==> config.mk <==
export PLATFORM = sky130hd
export DESIGN_NAME = user_wb_mailbox
export DESIGN_NICKNAME = d
export VERILOG_FILES = /design/src/rtl/user_wb_mailbox.sv
export SDC_FILE = /design/constraint.sdc
export NUM_CORES = 1
export LEC_CHECK = 0
export ABC_CLOCK_PERIOD_IN_PS = 4700
export CORE_MARGIN = 3
export CORE_UTILIZATION = 49
export CTS_CLUSTER_SIZE = 40
export DETAILED_ROUTE_END_ITERATION = 8
export PLACE_DENSITY = 0.76
export SLEW_MARGIN = 20
export SYNTH_ARGS = -nofsm -noshare
export SYNTH_HDL_FRONTEND = slang
export SYNTH_SLANG_ARGS = --single-unit
export TNS_END_PERCENT = 5
==> constraint.sdc <==
create_clock -name core_clk -period 4.7 [get_ports core_clk]
set_input_delay 0.47 -clock core_clk [delete_from_list [all_inputs] [get_ports core_clk]]
set_output_delay 0.47 -clock core_clk [all_outputs]
set_load 0.02 [all_outputs]
==> src/rtl/user_wb_mailbox.sv <==
`default_nettype none
// +----------------------------------------------------------------------+
// | Module      : user_wb_mailbox                                        |
// | Description : Wishbone classic slave with two 32-bit FIFOs (mgmt to  |
// |               user and user to mgmt), status, sticky error flags and |
// |               a registered level interrupt.                          |
// | Revision    : 1.0 - initial release                                  |
// +----------------------------------------------------------------------+
module user_wb_mailbox #(
   parameter logic [31:0] BASE_ADR   = 32'h3000_0000,
   parameter int          DEPTH_LOG2 = 2
) (
   input  logic        core_clk,
   input  logic        core_rstn,
   input  logic        wb_cyc_i,
   input  logic        wb_stb_i,
   input  logic        wb_we_i,
   input  logic [3:0]  wb_sel_i,
   input  logic [31:0] wb_adr_i,
   input  logic [31:0] wb_dat_i,
   output logic        wb_ack_o,
   output logic [31:0] wb_dat_o,
   output logic [31:0] usr_rx_data,
   output logic        usr_rx_valid,
   input  logic        usr_rx_ready,
   input  logic [31:0] usr_tx_data,
   input  logic        usr_tx_valid,
   output logic        usr_tx_ready,
   output logic        irq_o
);

   localparam int         c_DEPTH      = 1 << DEPTH_LOG2;
   localparam int         c_PW         = DEPTH_LOG2 + 1;
   localparam logic [1:0] c_REG_DATA   = 2'd0;
   localparam logic [1:0] c_REG_STATUS = 2'd1;
   localparam logic [1:0] c_REG_IRQEN  = 2'd2;

   logic [31:0]     r_m2u_mem [c_DEPTH];
   logic [31:0]     r_u2m_mem [c_DEPTH];
   logic [c_PW-1:0] r_m2u_wptr, r_m2u_rptr, r_u2m_wptr, r_u2m_rptr;
   logic            r_ovf, r_unf, r_ack, r_irq;
   logic [2:0]      r_irq_en;
   logic [31:0]     r_dat;

   logic            w_hit, w_accept, w_wr_data, w_rd_data;
   logic [1:0]      w_reg;
   logic            w_m2u_empty, w_m2u_full, w_u2m_empty, w_u2m_full;
   logic [c_PW-1:0] w_m2u_cnt, w_u2m_cnt;
   logic            w_m2u_push, w_m2u_pop, w_u2m_push, w_u2m_pop;
   logic            w_ovf_set, w_unf_set, w_stat_wr, w_en_wr;
   logic [31:0]     w_status, w_rd_mux;
   logic            w_irq_cond;
   logic            w_unused;

   // Bus decode: a miss never qualifies, and the ack cycle blocks re-accept.
   assign w_hit     = (wb_adr_i[31:4] == BASE_ADR[31:4]);
   assign w_accept  = wb_cyc_i & wb_stb_i & w_hit & ~r_ack;
   assign w_reg     = wb_adr_i[3:2];
   assign w_wr_data = w_accept &  wb_we_i & (w_reg == c_REG_DATA);
   assign w_rd_data = w_accept & ~wb_we_i & (w_reg == c_REG_DATA);
   assign w_stat_wr = w_accept &  wb_we_i & (w_reg == c_REG_STATUS) & wb_sel_i[0];
   assign w_en_wr   = w_accept &  wb_we_i & (w_reg == c_REG_IRQEN)  & wb_sel_i[0];

   // Pointer-difference FIFO flags; the extra MSB separates full from empty.
   assign w_m2u_empty = (r_m2u_wptr == r_m2u_rptr);
   assign w_m2u_full  = (r_m2u_wptr[c_PW-1] != r_m2u_rptr[c_PW-1]) &&
                        (r_m2u_wptr[c_PW-2:0] == r_m2u_rptr[c_PW-2:0]);
   assign w_u2m_empty = (r_u2m_wptr == r_u2m_rptr);
   assign w_u2m_full  = (r_u2m_wptr[c_PW-1] != r_u2m_rptr[c_PW-1]) &&
                        (r_u2m_wptr[c_PW-2:0] == r_u2m_rptr[c_PW-2:0]);
   assign w_m2u_cnt   = r_m2u_wptr - r_m2u_rptr;
   assign w_u2m_cnt   = r_u2m_wptr - r_u2m_rptr;

   // Flags are pre-edge, so a bus push to a full M2U drops even if the user pops.
   assign w_m2u_push = w_wr_data & ~w_m2u_full;
   assign w_ovf_set  = w_wr_data &  w_m2u_full;
   assign w_m2u_pop  = ~w_m2u_empty & usr_rx_ready;
   assign w_u2m_push = usr_tx_valid & ~w_u2m_full;
   assign w_u2m_pop  = w_rd_data & ~w_u2m_empty;
   assign w_unf_set  = w_rd_data &  w_u2m_empty;

   assign w_status = {12'd0, 4'(w_u2m_cnt), 4'd0, 4'(w_m2u_cnt), 2'd0,
                      r_unf, r_ovf, w_u2m_full, w_u2m_empty, w_m2u_full, w_m2u_empty};

   assign w_irq_cond = |(r_irq_en & {r_ovf | r_unf, w_m2u_empty, ~w_u2m_empty});

   // Read-data select for the addressed register.
   always_comb begin
      w_rd_mux = 32'd0;
      case (w_reg)
         c_REG_DATA:   w_rd_mux = w_u2m_empty ? 32'd0 : r_u2m_mem[r_u2m_rptr[c_PW-2:0]];
         c_REG_STATUS: w_rd_mux = w_status;
         c_REG_IRQEN:  w_rd_mux = {29'd0, r_irq_en};
         default:      w_rd_mux = 32'd0;
      endcase
   end

   // FIFO storage needs no reset: outputs are gated by the empty flags.
   always_ff @(posedge core_clk) begin
      if (w_m2u_push) r_m2u_mem[r_m2u_wptr[c_PW-2:0]] <= wb_dat_i;
      if (w_u2m_push) r_u2m_mem[r_u2m_wptr[c_PW-2:0]] <= usr_tx_data;
   end

   // FIFO pointers advance on their own push/pop strobes.
   always_ff @(posedge core_clk or negedge core_rstn) begin
      if (!core_rstn) begin
         r_m2u_wptr <= '0;
         r_m2u_rptr <= '0;
         r_u2m_wptr <= '0;
         r_u2m_rptr <= '0;
      end else begin
         if (w_m2u_push) r_m2u_wptr <= r_m2u_wptr + 1'b1;
         if (w_m2u_pop)  r_m2u_rptr <= r_m2u_rptr + 1'b1;
         if (w_u2m_push) r_u2m_wptr <= r_u2m_wptr + 1'b1;
         if (w_u2m_pop)  r_u2m_rptr <= r_u2m_rptr + 1'b1;
      end
   end

   // Sticky error flags (a new event wins over a W1C) and the IRQ enable mask.
   always_ff @(posedge core_clk or negedge core_rstn) begin
      if (!core_rstn) begin
         r_ovf    <= 1'b0;
         r_unf    <= 1'b0;
         r_irq_en <= 3'd0;
      end else begin
         if (w_ovf_set)                   r_ovf <= 1'b1;
         else if (w_stat_wr & wb_dat_i[4]) r_ovf <= 1'b0;
         if (w_unf_set)                   r_unf <= 1'b1;
         else if (w_stat_wr & wb_dat_i[5]) r_unf <= 1'b0;
         if (w_en_wr)                     r_irq_en <= wb_dat_i[2:0];
      end
   end

   // Single-cycle ack with registered read data, zero outside read acks.
   always_ff @(posedge core_clk or negedge core_rstn) begin
      if (!core_rstn) begin
         r_ack <= 1'b0;
         r_dat <= 32'd0;
         r_irq <= 1'b0;
      end else begin
         r_ack <= w_accept;
         r_dat <= (w_accept & ~wb_we_i) ? w_rd_mux : 32'd0;
         r_irq <= w_irq_cond;
      end
   end

   assign wb_ack_o     = r_ack;
   assign wb_dat_o     = r_dat;
   assign irq_o        = r_irq;
   assign usr_rx_valid = ~w_m2u_empty;
   assign usr_rx_data  = w_m2u_empty ? 32'd0 : r_m2u_mem[r_m2u_rptr[c_PW-2:0]];
   assign usr_tx_ready = ~w_u2m_full;

   // Address bits [1:0] and upper byte lanes carry no meaning here.
   assign w_unused = ^{wb_adr_i[1:0], wb_sel_i[3:1]};

endmodule
`default_nettype wire

==> flow_summary_export.csv, run 1 <==
group,metric,value,unit
power_and_ir_drop,vdd_drop_max,0.3204,mV
power_and_ir_drop,pwr-share-clk,30.6,%
yosys,avgSynthCellArea,20.22,um^2
routing,viasPerCell,5.366,
yosys,synth_area_leader_cell,"edfxtp_1",
global_routing,antenna_found_initial,1,
yosys,yosysMostFrequentCell,"edfxtp_1",
yosys,ys_warn_count,0,
timing,setup_tns,0,ns
final_layout,drive_above_1_share,17.15,%
clock_network,clk_pin_slew,0.07,ns
yosys,synthesis.area,11830,um^2
min_path,hold_class,"input port to asynchronous set/reset pin",
die,rows,56,
routing,via_count,5935,
clock_network,cts_tree,"done",
timing,finalHoldViolations,0,
clock_network,post_cts_resized,0,
critical_path,critPathMaxFanout,35,
timing,slew_viol_final,0,
yosys,synthDominantCellAreaShare,64.97,%
place,place_area,13880,um^2
final_layout,nets,888,
place,io_buffers,169,
power_and_ir_drop,pwr-share-comb,24.4,%
die,die_h,161.4,um
routing,drc,0,
yosys,yosys-top-cells-area,"edfxtp_1 (65%), mux4_2 (12%), dfrtp_1 (11%), and2_1 (2.1%), ha_1 (1.5%)",
die,die-width,161.4,um
critical_path,cp.required,4.23,ns
yosys,synth.net_count,708,
final_layout,fill_cells,1662,
clock_network,cts_buffer_depth,3,
job,maxCapViolations,0,
clock_network,root_buffer,"clkbuf_16",
timing,max_freq,269.1,MHz
clock_network,clk_latency,0.54,ns
timing,timing.final.crit_share,79.07,%
power_and_ir_drop,power_density,494.6,nW/um^2
global_routing,grt.total_usage,17.80,%
place,dp.cells,1053,
power_and_ir_drop,p_sw_share,26.27,%
clock_network,cts_buffers,29,
timing,setup_viol,0,
yosys,yosysSeqAreaShare,75.76,%
power_and_ir_drop,p_switching,1.923,mW
die,initial_core_util,50.11,%
clock_network,holdBufCountCts,0,
routing,drt_first_pass_iters,5,
final_layout,diodes,0,
routing,wire_per_inst,20.99,um
power_and_ir_drop,p_int,5.396,mW
timing,worst_hold_slack,0.07133,ns
routing,ant_nets,0,
global_routing,grt_pass1_vias,6521,
power_and_ir_drop,p_leak,5.027,nW
global_routing,grt_pass1_wl,36.24,mm
critical_path,path_class,"flop to primary output",
critical_path,cp-end-kind,"primary output",
global_routing,gr-total-overflow,0,
timing,period_minus_slack,3.716,ns
critical_path,worst-endpoint-arrival,3.25,ns
place,gp_congestion,0.7995,
yosys,synth_edf_count,256,
yosys,netlist_instances,585,
routing,drt_iter0_drc,344,
yosys,async_flop_share,16.61,%
timing,skew,0.01561,ns
die,num_io_pins,175,
power_and_ir_drop,p_seq_share,45.0,%
timing,rsz0062_at_grt,"no",
final_layout,final_area,14800,um^2
yosys,synth_cell_type_count,39,
die,coreArea,23610,um^2
final_layout,multi_input_comb_area,2749,um^2
routing,totalWireLength,23.22,mm
clock_network,ctsHtreeMaxLevel,1,
final_layout,instances_no_fill,1106,
clock_network,cts.sink_count,307,
final_layout,area_delta_synth_final,25.06,%
timing,max_slew_margin,31.67,%
yosys,synthFlopType,"edfxtp_1",
status,status,"finished, final reports clean",
yosys,yosys_register_bits,307,
critical_path,startpoint_type,"flop",
final_layout,register_area,8966,um^2
global_routing,grt_max_degree,52,
die,dieArea,26050,um^2
yosys,synthTopCellsByCount,"edfxtp_1 (256), mux4_2 (64), dfrtp_1 (51)",
timing,worst_pin_slew,1.024,ns
place,dp_hpwl,14.22,mm
clock_network,post_cts_buffers,0,
## per-layer routing
| layer | track usage [%] | routed length [um] | up-vias |
|---|---|---|---|
| met5 | 0 | 7 | - |
| met4 | 3.950 | 401 | 2 |
| met3 | 3.950 | 1557 | 35 |
| met2 | 31.75 | 12180 | 202 |
| met1 | 22.51 | 9077 | 3032 |
| li1 | - | - | 2664 |
## critical path, stage by stage, from the launching register on
cell	delay, ns
dfrtp_1	0.40
inv_1	0.15
ha_1	0.27
and3_1	0.22
inv_1	0.76
and2_1	0.27
clkdlybuf4s50_1	0.63
## power by group through the flow
| stage | Clock [mW] | Combinational, mW | Sequential, mW |
|---|---|---|---|
| floorplan | 0 | 1.09 | 3.33 |
| global route | 2.38 | 1.92 | 3.31 |
| global placement | 0 | 1.77 | 3.33 |
| detailed placement | 0 | 1.81 | 3.35 |
| finish | 2.24 | 1.79 | 3.30 |
| CTS | 2.28 | 1.82 | 3.30 |
## cells by family (layout without fill, tap and decap cells)
logic type / count (synthesis) / after routing / share of synthesized area [%]
xor gates and xnor gates: 13 / 13 / 0.9624
buffers and inverters: 34 / 236 / 1.206
adders and majority gates: 16 / 16 / 1.819
AOI/OAI and AO/OA: 25 / 25 / 1.332
DFF: 307 / 307 / 75.76
muxes: 70 / 70 / 12.75
and+or+nand+nor: 120 / 120 / 6.165
## state kept, by name, indices dropped and copies added (netlist names)
register,count
r_m2u_mem,128
r_u2m_mem,128
wb_dat_o,32
r_irq_en,3
r_m2u_rptr,3
r_m2u_wptr,3
r_u2m_rptr,3
r_u2m_wptr,3
irq_o,1
r_ovf,1
r_unf,1
wb_ack_o,1
## worst paths after layout
kind	slack (ns)	to	from	cells after the start
max	0.98	usr_rx_data[1]	r_m2u_wptr[0]	6
min in group core_clk	0.49	r_m2u_wptr[2]	r_m2u_wptr[2]	1
min	0.07	r_u2m_rptr[2]	core_rstn	2
min reg2reg	0.49	r_m2u_wptr[2]	r_m2u_wptr[2]	1
max in group asynchronous	4.12	r_m2u_rptr[0]	core_rstn	2
max reg2reg	1.62	r_u2m_mem[2][25]	r_u2m_rptr[1]	6
## metrics by stage
step | utilization (%) | setup slack, ns | total power, mW
CTS | 62.66 | 0.9552 | 7.403
finish | 62.66 | 0.9837 | 7.319
global placement | 58.76 | 1.380 | 5.103
detailed placement | 58.76 | 1.267 | 5.166
global route | 62.66 | 0.7703 | 7.623
floorplan | - | 0.9079 | 4.420
## layout make-up
cell class / instances / share of cell area (%)
tap: 319 / 2.697
multi-input combinational: 244 / 18.58
clock buffer: 34 / 5.099
inverter: 8 / 0.2029
sequential: 307 / 60.60
timing repair buffer: 175 / 11.70
clock inverter: 19 / 1.125
## cell usage in the layout, fill, tap and decap left out, types with 3 or more instances in the layout
cell / synthesis / routed
o31ai_1: 3 / 3
bufinv_16: 0 / 3
a21oi_1: 8 / 8
xnor2_1: 9 / 9
o21ai_0: 3 / 3
and2_2: 0 / 7
clkinv_1: 0 / 9
nor2_1: 13 / 13
edfxtp_1: 256 / 256
nand3_1: 8 / 8
nand2_1: 12 / 12
clkdlybuf4s50_1: 0 / 168
a211oi_1: 3 / 3
clkbuf_16: 0 / 29
a22oi_1: 6 / 6
clkinv_2: 0 / 5
mux4_2: 64 / 64
ha_1: 14 / 14
mux2_2: 5 / 5
nor4_1: 5 / 4
inv_1: 8 / 8
nor4_2: 4 / 4
and2_1: 39 / 32
nor2b_1: 26 / 26
dfrtp_1: 51 / 49
buf_4: 0 / 6
clkbuf_1: 17 / 4
xor2_1: 4 / 4
Power figures use the tool's default switching activity.
==> run 2: changes to the inputs <==
--- a/config.mk
+++ b/config.mk
@@ -5,7 +5,7 @@
 export SDC_FILE = /design/constraint.sdc
 export NUM_CORES = 1
 export LEC_CHECK = 0
-export ABC_CLOCK_PERIOD_IN_PS = 4700
+export ABC_CLOCK_PERIOD_IN_PS = 3150
 export CORE_MARGIN = 3
 export CORE_UTILIZATION = 49
 export CTS_CLUSTER_SIZE = 40
==> constraint.sdc (replaced) <==
create_clock -name core_clk -period 3.15 [get_ports core_clk]
set_input_delay 0.315 -clock core_clk [delete_from_list [all_inputs] [get_ports core_clk]]
set_output_delay 0.315 -clock core_clk [all_outputs]
set_load 0.02 [all_outputs]
==> run 2 against run 1 <==
Total power grew 56%. Clock power grew 70%. Count of clock-buffer cells in the layout grew 3. Die area is the same. Final cell count grew 1.7%. Sequential power grew 49%. Clock skew shrank 0.0019 ns. Combinational power grew 53%. Global-route usage grew 0.12 points. Critical path type unchanged. Largest power group unchanged. Highest routed layer unchanged.
==> flow_summary_export.csv, run 2 (synthesized netlist as in run 1, its figures left out) <==
group,metric,value,unit
status,status,"finished, final reports clean",
power_and_ir_drop,power_density,752.8,nW/um^2
final_layout,fill_cells,1606,
clock_network,cts.sink_count,307,
global_routing,grt_max_degree,36,
job,maxCapViolations,0,
routing,via_count,6011,
place,gp_congestion,0.8317,
critical_path,reg2reg_to,"r_u2m_mem[3][12]",
clock_network,cts_tree,"done",
critical_path,startpoint_type,"flop",
final_layout,area_delta_synth_final,28.56,%
final_layout,layout_common_cells,"edfxtp_1 (256), clkdlybuf4s50_1 (154), mux4_2 (64)",
clock_network,ctsHtreeMaxLevel,1,
place,dp_hpwl,15.15,mm
routing,drt_first_pass_iters,4,
die,num_io_pins,175,
place,post-place-ws,0.4071,ns
final_layout,nets,905,
critical_path,r2r_slack,0.48,ns
die,rows,56,
routing,ant_nets,0,
critical_path,critPathMaxFanout,35,
clock_network,cts_buffer_depth,3,
critical_path,r2r_cells,6,
routing,viasPerCell,5.343,
critical_path,cp.required,2.83,ns
die,dieArea,26050,um^2
final_layout,diodes,0,
timing,max_freq,329.9,MHz
global_routing,grt.total_usage,17.92,%
power_and_ir_drop,vdd_drop_max,0.4737,mV
die,initial_core_util,50.11,%
global_routing,grt_pass1_vias,6467,
routing,wire_per_inst,20.86,um
timing,timing.final.crit_share,96.24,%
clock_network,clk_latency,0.54,ns
critical_path,worst-endpoint-arrival,2.72,ns
power_and_ir_drop,finalPower,11.45,mW
global_routing,gr-total-overflow,0,
clock_network,root_buffer,"clkbuf_16",
timing,skew,0.01367,ns
timing,period_minus_slack,3.031,ns
clock_network,post_cts_buffers,0,
die,die-width,161.4,um
global_routing,grt_pass1_wl,36.44,mm
timing,max_slew_margin,51.48,%
clock_network,cts_buffers,30,
critical_path,path_class,"flop to primary output",
timing,slew_viol_final,0,
die,coreArea,23610,um^2
timing,setup_viol,0,
place,io_buffers,169,
routing,totalWireLength,23.47,mm
routing,drc,0,
timing,finalHoldViolations,0,
clock_network,clk_pin_slew,0.07,ns
min_path,hold_class,"input port to asynchronous set/reset pin",
timing,worst_pin_slew,0.7277,ns
final_layout,mostFrequentLayoutCell,"edfxtp_1",
global_routing,antenna_found_initial,2,
final_layout,drive_above_1_share,19.48,%
critical_path,cp-end-kind,"primary output",
critical_path,rr_startpoint,"r_u2m_wptr[0]",
timing,layout_setup_ws,0.1185,ns
die,die_h,161.4,um
power_and_ir_drop,p_leak,5.345,nW
routing,drt_iter0_drc,387,
==> run 2: cell count changes in the layout (fill, tap and decap cells not counted), moves of 2 or more <==
| cell | previous run | this run |
|---|---|---|
| clkbuf_16 | 29 | 31 |
| buf_4 | 6 | 13 |
| clkbuf_8 | 1 | 3 |
| bufinv_16 | 3 | 6 |
| and2_2 | 7 | 4 |
| buf_12 | 0 | 7 |
| and2_1 | 32 | 35 |
| clkdlybuf4s50_1 | 168 | 154 |
| clkinvlp_4 | 0 | 5 |
| dlymetal6s2s_1 | 0 | 14 |
| clkinv_1 | 9 | 3 |
==> run 2: repair_timing <==
item                                    CTS  global route
hold endpoints to repair                 27             0
endpoints found under the setup margin    6            30
hold buffers                              1             0
gates resized for setup                   1            15
==> run 2: how the worst max path moves through the flow <==
stage | startpoint | to | slack [ns] | depth (start not counted)
2_1_floorplan | r_u2m_rptr[1] | r_u2m_mem[3][0] | -0.005 | 8
3_3_place_gp | wb_adr_i[21] | r_m2u_mem[0][7] | 0.43 | 7
3_5_place_dp | wb_adr_i[25] | r_m2u_mem[0][7] | 0.41 | 7
4_1_cts | r_m2u_wptr[0] | usr_rx_data[4] | 0.05 | 7
5_1_grt | r_m2u_wptr[0] | usr_rx_data[2] | -0.001 | 7
6_report | r_m2u_wptr[0] | usr_rx_data[2] | 0.12 | 7
==> run 2: critical path, stage by stage, from the launching register on <==
cell and delay (ns):
dfrtp_1 0.39, inv_1 0.12, ha_1 0.36, and3_1 0.23
inv_1 0.09, buf_8 0.21, and2_1 0.16, clkdlybuf4s50_1 0.62
==> run 2: metal layers <==
layer	up-vias	global-route usage, %	part of all wire, %
li1	2705	-	-
met1	3070	22.74	39
met2	185	31.20	52
met3	47	4.847	6.5
met4	4	4.028	2.0
met5	-	0	0.11
==> run 2: layout make-up <==
type | count | area (um^2) | area share (%)
flip-flops and latches | 307 | 8966 | 58.95
clock buffers | 37 | 828.3 | 5.445
multi-input cells | 244 | 2745 | 18.05
inverters | 8 | 30.03 | 0.1974
repair buffers | 191 | 1984 | 13.05
clock inverters | 19 | 257.7 | 1.694
well taps | 319 | 399.1 | 2.624
==> run 2: report_power, final <==
group / leakage (nW) / switching [mW] / internal (mW)
Combinational: 1.81 / 1.38 / 1.35
Clock: 0.518 / 1.45 / 2.36
Sequential: 3.01 / 0.104 / 4.81
Total: 5.35 / 2.94 / 8.51
==> run 2: through the flow <==
step	cells	hold WS, ns	utilization (%)	area [um^2]	setup TNS [ns]
5_1_grt	1125	0.4080	64.42	15210	-0.001017
3_5_place_dp	1068	0.4183	59.60	14070	0
3_3_place_gp	1068	0.4006	59.60	14070	0
2_1_floorplan	585	0.01941	-	11850	-0.1473
4_1_cts	1125	0.3830	64.25	15170	0
6_report	1125	0.3709	64.42	15210	0
==> run 3: changes to the inputs <==
--- a/config.mk
+++ b/config.mk
@@ -10,6 +10,7 @@
 export CORE_UTILIZATION = 49
 export CTS_CLUSTER_SIZE = 40
 export DETAILED_ROUTE_END_ITERATION = 8
+export HOLD_SLACK_MARGIN = 0.05
 export PLACE_DENSITY = 0.76
 export SLEW_MARGIN = 20
 export SYNTH_ARGS = -nofsm -noshare
==> results of run 3 <==
No change in the layout: final DEF, timing and power equal those of run 2.
==> RTL edit, RTL diff (settings of run 1) <==
`r_dat` no longer has a reset.
--- a/src/rtl/user_wb_mailbox.sv
+++ b/src/rtl/user_wb_mailbox.sv
@@ -136,11 +136,13 @@
       if (!core_rstn) begin
          r_ack <= 1'b0;
-         r_dat <= 32'd0;
          r_irq <= 1'b0;
       end else begin
          r_ack <= w_accept;
-         r_dat <= (w_accept & ~wb_we_i) ? w_rd_mux : 32'd0;
          r_irq <= w_irq_cond;
       end
+   end
+
+   always_ff @(posedge core_clk) begin
+      r_dat <= (w_accept & ~wb_we_i) ? w_rd_mux : 32'd0;
    end
 
Behaviour: not the same (a bounded check fails within 4 cycles, from zero or initial values and one cycle with core_rstn low).
==> RTL edit against run 1 <==
  * Worst setup slack better by 0.25 ns
  * Final cell count shrank 0.45%
  * Final area increased by 0.78%
  * Largest cell class unchanged
  * Total power is 2.3% higher
  * Critical path type unchanged
  * Area after synthesis increased by 0.12%
  * First-iteration DRC count fell by 18%
  * Routed wire length is 1.1% lower
  * Sequential cell count stayed put
  * Global-route usage down 0.18 points
  * Combinational power shrank 4%
  * Core utilization is 0.49 points higher
  * Largest power group unchanged
==> RTL edit: results (changes against run 1) <==
SYNTH_CELL_TYPE_COUNT=42  # +7.7%
CRITPATHARRIVALTIME_NS=2.99  # -0.26 ns
CLK_PATH_BUF_DEPTH=3  # unchanged
DRIVE_ABOVE_1_SHARE_PCT=17.8  # +0.62 points
VIAS_PER_CELL=5.40  # +0.57%
FINAL.HOLD.WORST_SLACK_NS=0.483  # +0.412 ns
WIRE_LENGTH_OF_THE_FIRST_GLOBAL_ROUTING_PASS_UM=36000  # -0.72%
DETAILEDROUTE.FIRSTPASSITERATIONCOUNT=4  # -1
R2R.WORST_PATH.CELLS=6  # unchanged
SEQ_AREA_FRAC_SYNTH_PCT=74.3  # -1.4 points
P_LEAK_uW=0.00500  # -0.50%
SLEW-LIMIT-HEADROOM_PCT=32.8  # +1.1 points
POSTPLACECELLAREA_SQ_MM=0.0139  # about the same
FMAX_MHz=289  # +7.3%
R2R_END='r_u2m_mem[3][2]'
PLACED_CELLS_INCL_TAPS=1045  # -0.76%
GRT_START_MAX_NET_PINS=37  # -29%
SW_FRAC_OF_TOTAL_PCT=25.6  # -0.70 points
CRITPATHMAXSTAGEDELAY_NS=0.68  # -0.08 ns
WIRE_PER_INST_UM=20.9  # -0.66%
START_KIND='flip-flop'
GRTUSAGETOTAL_PCT=17.6  # -0.18 points
PATH_MAX_FANOUT=22  # -37%
REG2REG_SLACK_NS=1.89  # +0.27 ns
CRIT_START='r_m2u_rptr[0]'
STATUS='finished, final reports clean'
WORST_R2R_STARTPOINT='r_u2m_rptr[1]'
MOST_FREQUENT_CELLS_AFTER_SYNTHESIS='edfxtp_1 (256), mux4_2 (64), and2_1 (59), dfxtp_1 (32), dfrtp_1 (19)'
ASYNCSETRESETFLOPFRACSYNTH_PCT=6.19  # -10 points
DETAIL_ROUTE.ITER0.VIOLATIONS=281  # -18%
CTS_INSERTED_BUFFERS=30  # +3.4%
ROUTE.VIAS.TOTAL=5942  # +0.12%
DETAILED_PLACE_HPWL_UM=14500  # +1.8%
PRECTSSETUPSLACK_NS=1.55  # +0.282 ns
PLACE_CONGESTION=0.784  # -1.9%
TIMING.CLOCK.SKEW_NS=0.0169  # +0.00128 ns
POSTCTSSETUPBUFFERS=0  # unchanged
CPMAXSTAGEDELAYCELL='dfrtp_2'
VDD_IR_DROP_MAX_mV=0.351  # +9.7%
GRT_PASS1_VIAS=6481  # -0.61%
SYNTH_ENABLE_FLOP_CELLS=256  # unchanged
TIMING.CRITICAL_PATH.TO='usr_rx_data[2]'
NUM-NETS-FINAL=881  # -0.79%
SYNTHESIS.AREA_PER_INSTANCE_SQ_UM=20.6  # +1.9%
SYNTH_NETS=698  # -1.4%
NETLIST_TOP_CELLS_AREA='edfxtp_1 (65%), mux4_2 (12%), dfxtp_1 (5.4%), dfrtp_1 (4.0%), and2_1 (3.1%)'
## RTL edit: changes by cell type after synthesis, moves of 5 or more
cell	change
dfrtp_1	-32
dfxtp_1	+32
nor2b_1	-21
and2_1	+20
a21oi_1	-8
clkbuf_1	-8
nor4_4	+7
buf_4	+6
nor2_1	-6
mux2_2	-5
nor4_1	-5
## RTL edit: power groups by stage
stage / Combinational, uW / Sequential (uW) / Clock (uW)
6_report: 1720 / 3320 / 2450
3_5_place_dp: 1750 / 3380 / 0
3_3_place_gp: 1720 / 3360 / 0
2_1_floorplan: 1070 / 3320 / 0
5_1_grt: 1850 / 3340 / 2600
4_1_cts: 1750 / 3330 / 2490
## RTL edit: per-layer routing
layer	share of wire, %	wire length [um]	vias to the layer above	GRT usage, %
li1	-	-	2659	-
met1	41	9300	3054	22.5
met2	51	11800	186	30.8
met3	6.3	1440	41	4.18
met4	1.9	432	2	4.18
met5	0.057	13	-	0
## RTL edit: layout make-up
| class | instances | area (sq um) |
|---|---|---|
| sequential | 307 | 8810 |
| fill | 1614 | 8700 |
| multi-input combinational | 235 | 2890 |
| timing repair buffer | 176 | 1740 |
| clock buffer | 46 | 915 |
| tap | 319 | 399 |
| clock inverter | 10 | 125 |
| inverter | 8 | 30.0 |
## RTL edit: cell families (layout without fill, tap and decap cells)
logic type                 count (synthesis)  in the layout  synth area share (%)
AOI/OAI and AO/OA                         26             26                  1.89
xor gates and xnor gates                  14             14                  1.04
adders and majority gates                 16             16                  1.82
buffers and inverters                     33            240                  1.32
DFF                                      307            307                  74.3
muxes                                     70             70                  12.8
and+or+nand+nor                          109            109                  6.78
